===== src/rtl/bpsk_audio_tx_if.sv =====
// Byte-source and codec-write signals of the BPSK audio transmitter.
interface bpsk_audio_tx_if;
  logic [7:0]         tx_data;
  logic               tx_valid;
  logic               tx_ready;
  logic               write_ready;
  logic               write;
  logic signed [23:0] writedata_left;
  logic signed [23:0] writedata_right;
  logic               busy;

  // Byte source / codec side (drives the transmitter).
  modport master (
    output tx_data, tx_valid, write_ready,
    input  tx_ready, write, writedata_left, writedata_right, busy
  );

  // Transmitter side.
  modport slave (
    input  tx_data, tx_valid, write_ready,
    output tx_ready, write, writedata_left, writedata_right, busy
  );
endinterface


===== src/rtl/bpsk_audio_tx.sv =====
// BPSK audio transmitter: frames bytes (preamble, sync, payload, zero tail) into
// +/-AMPLITUDE symbols held for SPB samples each, streamed into the codec FIFO.
module bpsk_audio_tx #(
  parameter int unsigned        SPB          = 64,
  parameter logic signed [23:0] AMPLITUDE    = 24'sh100000,
  parameter int unsigned        PRE_BITS     = 16,
  parameter logic [7:0]         SYNC_BYTE    = 8'h7E,
  parameter int unsigned        TAIL_SAMPLES = 64
) (
  input logic           CLOCK_50,
  input logic           reset,
  bpsk_audio_tx_if.slave bus
);

  localparam int unsigned CntW   = (SPB > 1) ? $clog2(SPB) : 1;
  localparam int unsigned BitMax = (PRE_BITS > 8) ? PRE_BITS : 8;
  localparam int unsigned BitW   = $clog2(BitMax + 1);
  localparam int unsigned TailW  = (TAIL_SAMPLES > 1) ? $clog2(TAIL_SAMPLES) : 1;

  localparam logic [CntW-1:0]  CntLast  = CntW'(SPB - 1);
  localparam logic [BitW-1:0]  PreLast  = BitW'(PRE_BITS - 1);
  localparam logic [BitW-1:0]  ByteLast = BitW'(7);
  localparam logic [TailW-1:0] TailLast = TailW'(TAIL_SAMPLES - 1);

  localparam logic signed [23:0] LevelPos = AMPLITUDE;
  localparam logic signed [23:0] LevelNeg = -AMPLITUDE;

  localparam logic [2:0] StIdle = 3'd0;
  localparam logic [2:0] StPre  = 3'd1;
  localparam logic [2:0] StSync = 3'd2;
  localparam logic [2:0] StData = 3'd3;
  localparam logic [2:0] StTail = 3'd4;

  logic [2:0]         state;
  logic [7:0]         hold;
  logic               hold_valid;
  logic [CntW-1:0]    sample_cnt;
  logic [BitW-1:0]    bit_cnt;
  logic [TailW-1:0]   tail_cnt;
  logic [7:0]         shift;
  logic signed [23:0] level;

  logic write;
  logic adv;
  logic bit_last;
  logic accept;
  logic load;

  // Handshake decode: sample pushes, bit boundaries, byte accept and load.
  always_comb begin
    write    = bus.write_ready & ~reset;
    adv      = write & bus.write_ready;
    bit_last = (sample_cnt == CntLast);
    accept   = bus.tx_valid & ~hold_valid;
    load     = adv & bit_last & (bit_cnt == ByteLast) & hold_valid &
               ((state == StSync) | (state == StData));
  end

  // Holding register; a load needs hold_valid=1 so it never meets an accept.
  always_ff @(posedge CLOCK_50) begin
    if (reset) begin
      hold_valid <= 1'b0;
      hold       <= 8'h00;
    end else if (accept) begin
      hold_valid <= 1'b1;
      hold       <= bus.tx_data;
    end else if (load) begin
      hold_valid <= 1'b0;
    end
  end

  // Frame sequencer; level registers the value of the sample consumed by each adv.
  always_ff @(posedge CLOCK_50) begin
    if (reset) begin
      state      <= StIdle;
      sample_cnt <= '0;
      bit_cnt    <= '0;
      tail_cnt   <= '0;
      shift      <= 8'h00;
      level      <= '0;
    end else if (adv) begin
      case (state)
        StIdle: begin
          if (hold_valid) begin
            // This sample is already the first one of preamble bit 0.
            state      <= StPre;
            sample_cnt <= CntW'(1);
            bit_cnt    <= '0;
            level      <= LevelPos;
          end else begin
            level <= '0;
          end
        end
        StPre: begin
          level <= bit_cnt[0] ? LevelNeg : LevelPos;
          if (bit_last) begin
            sample_cnt <= '0;
            if (bit_cnt == PreLast) begin
              state   <= StSync;
              bit_cnt <= '0;
              shift   <= SYNC_BYTE;
            end else begin
              bit_cnt <= bit_cnt + BitW'(1);
            end
          end else begin
            sample_cnt <= sample_cnt + CntW'(1);
          end
        end
        StSync, StData: begin
          level <= shift[7] ? LevelPos : LevelNeg;
          if (bit_last) begin
            sample_cnt <= '0;
            if (bit_cnt == ByteLast) begin
              bit_cnt <= '0;
              if (hold_valid) begin
                state <= StData;
                shift <= hold;
              end else begin
                state    <= StTail;
                tail_cnt <= '0;
              end
            end else begin
              bit_cnt <= bit_cnt + BitW'(1);
              shift   <= {shift[6:0], 1'b0};
            end
          end else begin
            sample_cnt <= sample_cnt + CntW'(1);
          end
        end
        StTail: begin
          level <= '0;
          if (tail_cnt == TailLast) begin
            state <= StIdle;
          end else begin
            tail_cnt <= tail_cnt + TailW'(1);
          end
        end
        default: begin
          state <= StIdle;
          level <= '0;
        end
      endcase
    end
  end

  assign bus.write           = write;
  assign bus.writedata_left  = level;
  assign bus.writedata_right = level;
  assign bus.tx_ready        = ~hold_valid;
  assign bus.busy            = (state != StIdle);

endmodule


===== src/flat_wrapper.sv =====
// flat-port wrapper written by rule: the top's interface ports become plain ports
module bpsk_audio_tx_flat 
#(
  parameter int unsigned        SPB          = 64,
  parameter logic signed [23:0] AMPLITUDE    = 24'sh100000,
  parameter int unsigned        PRE_BITS     = 16,
  parameter logic [7:0]         SYNC_BYTE    = 8'h7E,
  parameter int unsigned        TAIL_SAMPLES = 64
)
  (CLOCK_50, reset, bus_tx_data, bus_tx_valid, bus_write_ready, bus_tx_ready, bus_write, bus_writedata_left, bus_writedata_right, bus_busy);
  bpsk_audio_tx_if bus_i ();
  input logic CLOCK_50;
  input logic reset;
  input wire logic [$bits(bus_i.tx_data)-1:0] bus_tx_data;
  input wire logic [$bits(bus_i.tx_valid)-1:0] bus_tx_valid;
  input wire logic [$bits(bus_i.write_ready)-1:0] bus_write_ready;
  output wire logic [$bits(bus_i.tx_ready)-1:0] bus_tx_ready;
  output wire logic [$bits(bus_i.write)-1:0] bus_write;
  output wire logic [$bits(bus_i.writedata_left)-1:0] bus_writedata_left;
  output wire logic [$bits(bus_i.writedata_right)-1:0] bus_writedata_right;
  output wire logic [$bits(bus_i.busy)-1:0] bus_busy;
  assign bus_i.tx_data = bus_tx_data;
  assign bus_i.tx_valid = bus_tx_valid;
  assign bus_i.write_ready = bus_write_ready;
  assign bus_tx_ready = bus_i.tx_ready;
  assign bus_write = bus_i.write;
  assign bus_writedata_left = bus_i.writedata_left;
  assign bus_writedata_right = bus_i.writedata_right;
  assign bus_busy = bus_i.busy;
  bpsk_audio_tx #(.SPB(SPB), .AMPLITUDE(AMPLITUDE), .PRE_BITS(PRE_BITS), .SYNC_BYTE(SYNC_BYTE), .TAIL_SAMPLES(TAIL_SAMPLES)) u_core (.CLOCK_50(CLOCK_50), .reset(reset), .bus(bus_i));
endmodule

===== config.mk =====
export PLATFORM = sky130hd
export DESIGN_NAME = bpsk_audio_tx_flat
export DESIGN_NICKNAME = d
export VERILOG_FILES = /design/src/rtl/bpsk_audio_tx_if.sv /design/src/rtl/bpsk_audio_tx.sv /design/src/flat_wrapper.sv
export SDC_FILE = /design/constraint.sdc
export NUM_CORES = 1
export LEC_CHECK = 0
export ABC_AREA = 1
export ABC_CLOCK_PERIOD_IN_PS = 1600
export CAP_MARGIN = 30
export CORE_ASPECT_RATIO = 0.7
export CORE_UTILIZATION = 40
export DETAILED_ROUTE_END_ITERATION = 6
export PLACE_DENSITY = 0.7
export SYNTH_ARGS = -nofsm -noshare
export SYNTH_HDL_FRONTEND = slang
export SYNTH_SLANG_ARGS = --single-unit

===== constraint.sdc =====
create_clock -name CLOCK_50 -period 1.6 [get_ports CLOCK_50]
set_input_delay 0.32 -clock CLOCK_50 [delete_from_list [all_inputs] [get_ports CLOCK_50]]
set_output_delay 0.32 -clock CLOCK_50 [all_outputs]
set_load 0.005 [all_outputs]

# After elaboration in Yosys (flattened, before gate mapping)

Index checks and enable logic that the tools add are counted.

Register bits after elaboration: 61
Input bits: 12
Output and inout port bits: 51
Word-level logic and storage cells: 86

Add/subtract/negate cells: 3
Eq/ne operators: 17
Mux-type cells: 34
Bitwise logic cells: 10
Reduce and logical (&&, ||, !) cells: 14

Operators by type and width:

| operator                                                         | number |
|---|---|
| 24-bit case mux with 3 select lines                              | 1 |
| 24-bit 2-to-1 mux                                                | 2 |
| 8-bit 2-to-1 mux                                                 | 5 |
| 6-bit 2-to-1 mux                                                 | 6 |
| 5-bit 2-to-1 mux                                                 | 5 |
| 6-bit case mux with 2 select lines                               | 2 |
| 21-bit 2-to-1 mux                                                | 1 |
| 3-bit 2-to-1 mux                                                 | 7 |
| 8-bit case mux with 2 select lines                               | 1 |
| 5-bit case mux with 3 select lines                               | 1 |
| 6-bit by 1-bit adder with 6-bit output (second input constant)   | 2 |
| 6-bit == test (second input constant)                            | 2 |
| 2-bit by 1-bit != test with 1-bit output (second input constant) | 6 |
| 3-bit case mux with 4 select lines                               | 1 |
| 6-bit AND reduction                                              | 2 |
| 2-bit nonzero test                                               | 4 |
| 1-bit AND                                                        | 7 |
| 7-bit AND reduction                                              | 1 |
| 3-bit by 2-bit == test with 1-bit output (second input constant) | 2 |
| 3-bit nonzero test                                               | 2 |
| 5-bit by 1-bit adder with 5-bit output (second input constant)   | 1 |
| 5-bit by 3-bit == test with 1-bit output (second input constant) | 1 |
| 5-bit by 4-bit == test with 1-bit output (second input constant) | 1 |
| 5-bit AND reduction                                              | 1 |
| 11 further kinds                                                 | 14 |

# Logic depth before layout (Yosys ltp)

Depth in word-level cells: 9
Mapped depth: 12
Depth with buffers taken out: 12

# Worst setup path after synthesis

Ideal clock, no wire load.

Path kind: register to register
From: reg u_core.bit_cnt[0]
To: reg u_core.shift[6]
Library setup time: 113 ps
Arrival: 1412 ps
Data required time: 1487 ps
Setup slack: 76 ps
Cell stages (with the launch flop): 12
Path buffers: 0
Cells stage by stage: dfxtp_1 -> ha_1 -> nand2_1 -> inv_1 -> nand2_1 -> inv_1 -> nand2_1 -> nand3_1 -> nor2_4 -> nand2_1 -> nand2_1 -> nor2_1

Word-level cells in the longest chain between the ends: 4
Elaborated cells on any way between the ends: 8
Classes of those cells: eq/ne: 4; mux: 3; reduce/logical: 1

RTL lines:

| element                                  | RTL line             | source |
|---|---|---|
| start: declaration                       | bpsk_audio_tx.sv:38  | `logic [BitW-1:0] bit_cnt;` |
| start signal: assignment                 | bpsk_audio_tx.sv:103 | `bit_cnt <= bit_cnt + BitW'(1);` |
| start signal: assignment                 | bpsk_audio_tx.sv:123 | `bit_cnt <= bit_cnt + BitW'(1);` |
| 5-bit by 3-bit == test with 1-bit output | bpsk_audio_tx.sv:113 | `if (bit_cnt == ByteLast) begin` |
| 8-bit 2-to-1 mux                         | bpsk_audio_tx.sv:113 |  |
| 8-bit 2-to-1 mux                         | bpsk_audio_tx.sv:111 | `if (bit_last) begin` |
| 8-bit case mux with 2 select lines       | bpsk_audio_tx.sv:82  | `case (state)` |
| end signal: assignment                   | bpsk_audio_tx.sv:117 | `shift <= hold;` |
| end signal: assignment                   | bpsk_audio_tx.sv:124 | `shift <= {shift[6:0], 1'b0};` |
| end: declaration                         | bpsk_audio_tx.sv:40  | `logic [7:0] shift;` |

Parallel ways exist; a longest one is shown, timed or not. The select of a mux whose other input is x is not followed.
A chain may end at the register's enable or synchronous reset.

==> reports/results.tsv <==
stage	metric	value	unit
run_status	status	finished, final reports clean	
timing	fin_skew	7.52	ps
synthesis	avgSynthCellArea	6.73	um2
timing	fin_crit	1530	ps
route	ant_nets	0	
critical_path	crit_fanout	7	
clock_network	cts_buffer_depth	2	
power	peakVddDrop	0.000313	V
clock_network	clk_latency	300	ps
timing	setup_viol	0	
clock_network	cts_made_buffers	5	
critical_path	cp_top_family	buffers and inverters	
synthesis	synthFlopType	dfxtp_1	
timing	finalWorstSetupSlack	71.1	ps
global_route	grt_usage	18.2	%
synthesis	yosysWarnings	0	
cells_and_area	drive_gt1_share	25.8	%
critical_path	crit_path_top_delay_cell	clkdlybuf4s50_1	
power	leakage	1.42	nW
route	drc_errors	0	
route	wirelength	5760	um
die	die_area	0.00654	mm2
critical_path	path_class	reg -> out	
critical_path	required	1280	ps
timing	fin_crit_sh	95.6	%
die	coreArea	0.00584	mm2
clock_network	cts_tree	built	
route	dr.pass1.iters	4	
min_path	min_path_type	reg -> reg	
clock_network	cts_sinks	39	
critical_path	crit_chain	clkdlybuf4s50_1	
placed_design	place.gp.congestion	0.839	
timing	clock.fmax	654	MHz
placed_design	dp_hpwl	4100	um
synthesis	ys_seq_elements	39	
critical_path	crit_path_start_kind	register	
placed_design	io_buffers	22	
global_route	grt_pass1_vias	2045	
power	p_total	0.00253	W
die	die_y	67.9	um
die	start_util	42.5	%
cells_and_area	fillers	558	
clock_network	cts_max_level	2	
die	ios	63	
die	die_w	96.2	um
route	route.vias.total	2308	
critical_path	critPathMaxStageDelay	520	ps
cells_and_area	diodes	0	
die	row_count	23	
critical_path	worstSetupEndpointType	output port	
placed_design	dpl_worst_slack	-240	ps
global_route	antenna_found_initial	0	
synthesis	synth_cell_types	32	
synthesis	async_reset_ff_share	0	%
timing	hold_violations	0	
clock_network	cts_hold_buf	0	
route	wl_per_cell	11.4	um
synthesis	synth-edff-count	0	
cells_and_area	nets	447	
global_route	grt_start_max_net_pins	24	
synthesis	netlist_area	0.00248	mm2
synthesis	synth-seq-area-share	31.4	%
clock_network	clkTransAtPathRegs	90	ps
global_route	grt_pass1_wl	9130	um
timing	maxSlewViolCount	0	
timing	holdWs	458	ps
power	p_per_area	782	mW/mm2
route	routed_via_density	4.56	
synthesis	synth_cells	369	
global_route	overflow	0	
critical_path	path_buf_inv	1	
clock_network	clock-root-buffer	clkbuf_8	
flow_run	cap_viol_max_count	0	
timing	fin_tns_setup	0	ps
route	drt_first_iter_violations	125	
critical_path	cp_data_arrival_time	1210	ps
cells_and_area	syn_to_final_growth	30.3	%
==> final timing paths <==
check,from,endpoint,slack [ps],cells past startpoint
max,u_core.bus.writedata_left[22],bus_writedata_left[21],70,1
min,u_core.hold[5],u_core.hold[5],460,2
max reg2reg,u_core.state[1],u_core.bit_cnt[3],80,8
min reg2reg,u_core.hold[5],u_core.hold[5],460,2
==> metal layers <==
metal / share of wire, % / up-vias / GRT usage, %
met4: 1.0 / 0 / 5.60
met3: 4.1 / 7 / 4.44
met2: 47 / 47 / 29.5
met1: 47 / 1046 / 24.0
met5: 0 / - / 0
li1: - / 1208 / -
==> placed cells by master (no fill, tap or decap), drive strengths merged <==
| master | instances |
|---|---|
| o22ai | 1 |
| nand4 | 4 |
| buf | 42 |
| nand2 | 85 |
| nor3b | 2 |
| a31oi | 2 |
| xor2 | 1 |
| and3 | 1 |
| a21oi | 27 |
| clkdlybuf4s50 | 20 |
| o211a | 1 |
| o21ai | 22 |
| clkbuf | 5 |
| inv | 40 |
| bufinv | 1 |
| dfxtp | 39 |
| or2 | 1 |
| nor3 | 3 |
| dlygate4sd2 | 2 |
| conb | 40 |
| nand3b | 3 |
| ha | 5 |
| nor2 | 67 |
| clkinv | 3 |
| nand3 | 14 |
==> cell families (layout without fill, tap and decap cells) <==
logic type / Yosys count / count (layout) / synth area share, %
AOI/OAI and AO/OA: 53 / 53 / 11.0
buffers and inverters: 91 / 113 / 20.8
other: 1 / 40 / 0.151
DFF: 39 / 39 / 31.4
and+or+nand+nor: 179 / 180 / 33.7
xor gates and xnor gates: 1 / 1 / 0.353
adders and majority gates: 5 / 5 / 2.52
==> what timing repair did <==
item	in CTS	in global routing
resized for setup	16	50
buffers inserted	0	11
setup endpoints to repair	27	30
pin swaps	3	19
hold endpoints to repair	0	0
cloned	1	0
==> Yosys cell counts (all sizes together) (3+ instances only) <==
cell / n / share of area, %
nand3b: 3 / 0.91
nand4: 4 / 1.0
a21oi: 27 / 5.4
inv: 39 / 6.0
nor2: 66 / 11
nand3: 14 / 3.4
nand2: 85 / 15
clkbuf: 4 / 0.60
nor3: 3 / 1.1
ha: 5 / 2.5
o21ai: 22 / 4.4
dfxtp: 39 / 31
buf: 46 / 14
==> through the flow <==
stage / cell area, um2 / utilization, % / instances
3_3_place_gp: 2830 / 48.4 / 486
4_1_cts: 2990 / 51.2 / 495
5_1_grt: 3240 / 55.4 / 506
3_5_place_dp: 2830 / 48.4 / 486
6_report: 3240 / 55.4 / 506
2_1_floorplan: 2630 / - / 408
==> flip-flops by register name, summed over array words and instances (netlist names) <==
name / count
u_core.tail_cnt: 6
u_core.hold_valid: 1
u_core.hold: 8
u_core.bit_cnt: 5
u_core.shift: 8
u_core.state: 3
u_core.bus.writedata_left: 2
u_core.sample_cnt: 6
==> power breakdown <==
group / total (W) / switching, W / internal, W
logic: 0.000627 / 0.000364 / 0.000263
clock network: 0.000847 / 0.000382 / 0.000465
registers: 0.00106 / 0.0000370 / 0.00102
==> cell type report <==
type	instances	area [um2]	share of cell area (%)
clock inverters	3	43.8	1.35
repair buffers	64	561	17.3
well taps	75	93.8	2.90
multi-input cells	279	1510	46.8
inverters	41	159	4.91
clock buffers	5	68.8	2.13
flip-flops and latches	39	798	24.7
Note: power is estimated with default switching activity, not from simulation.
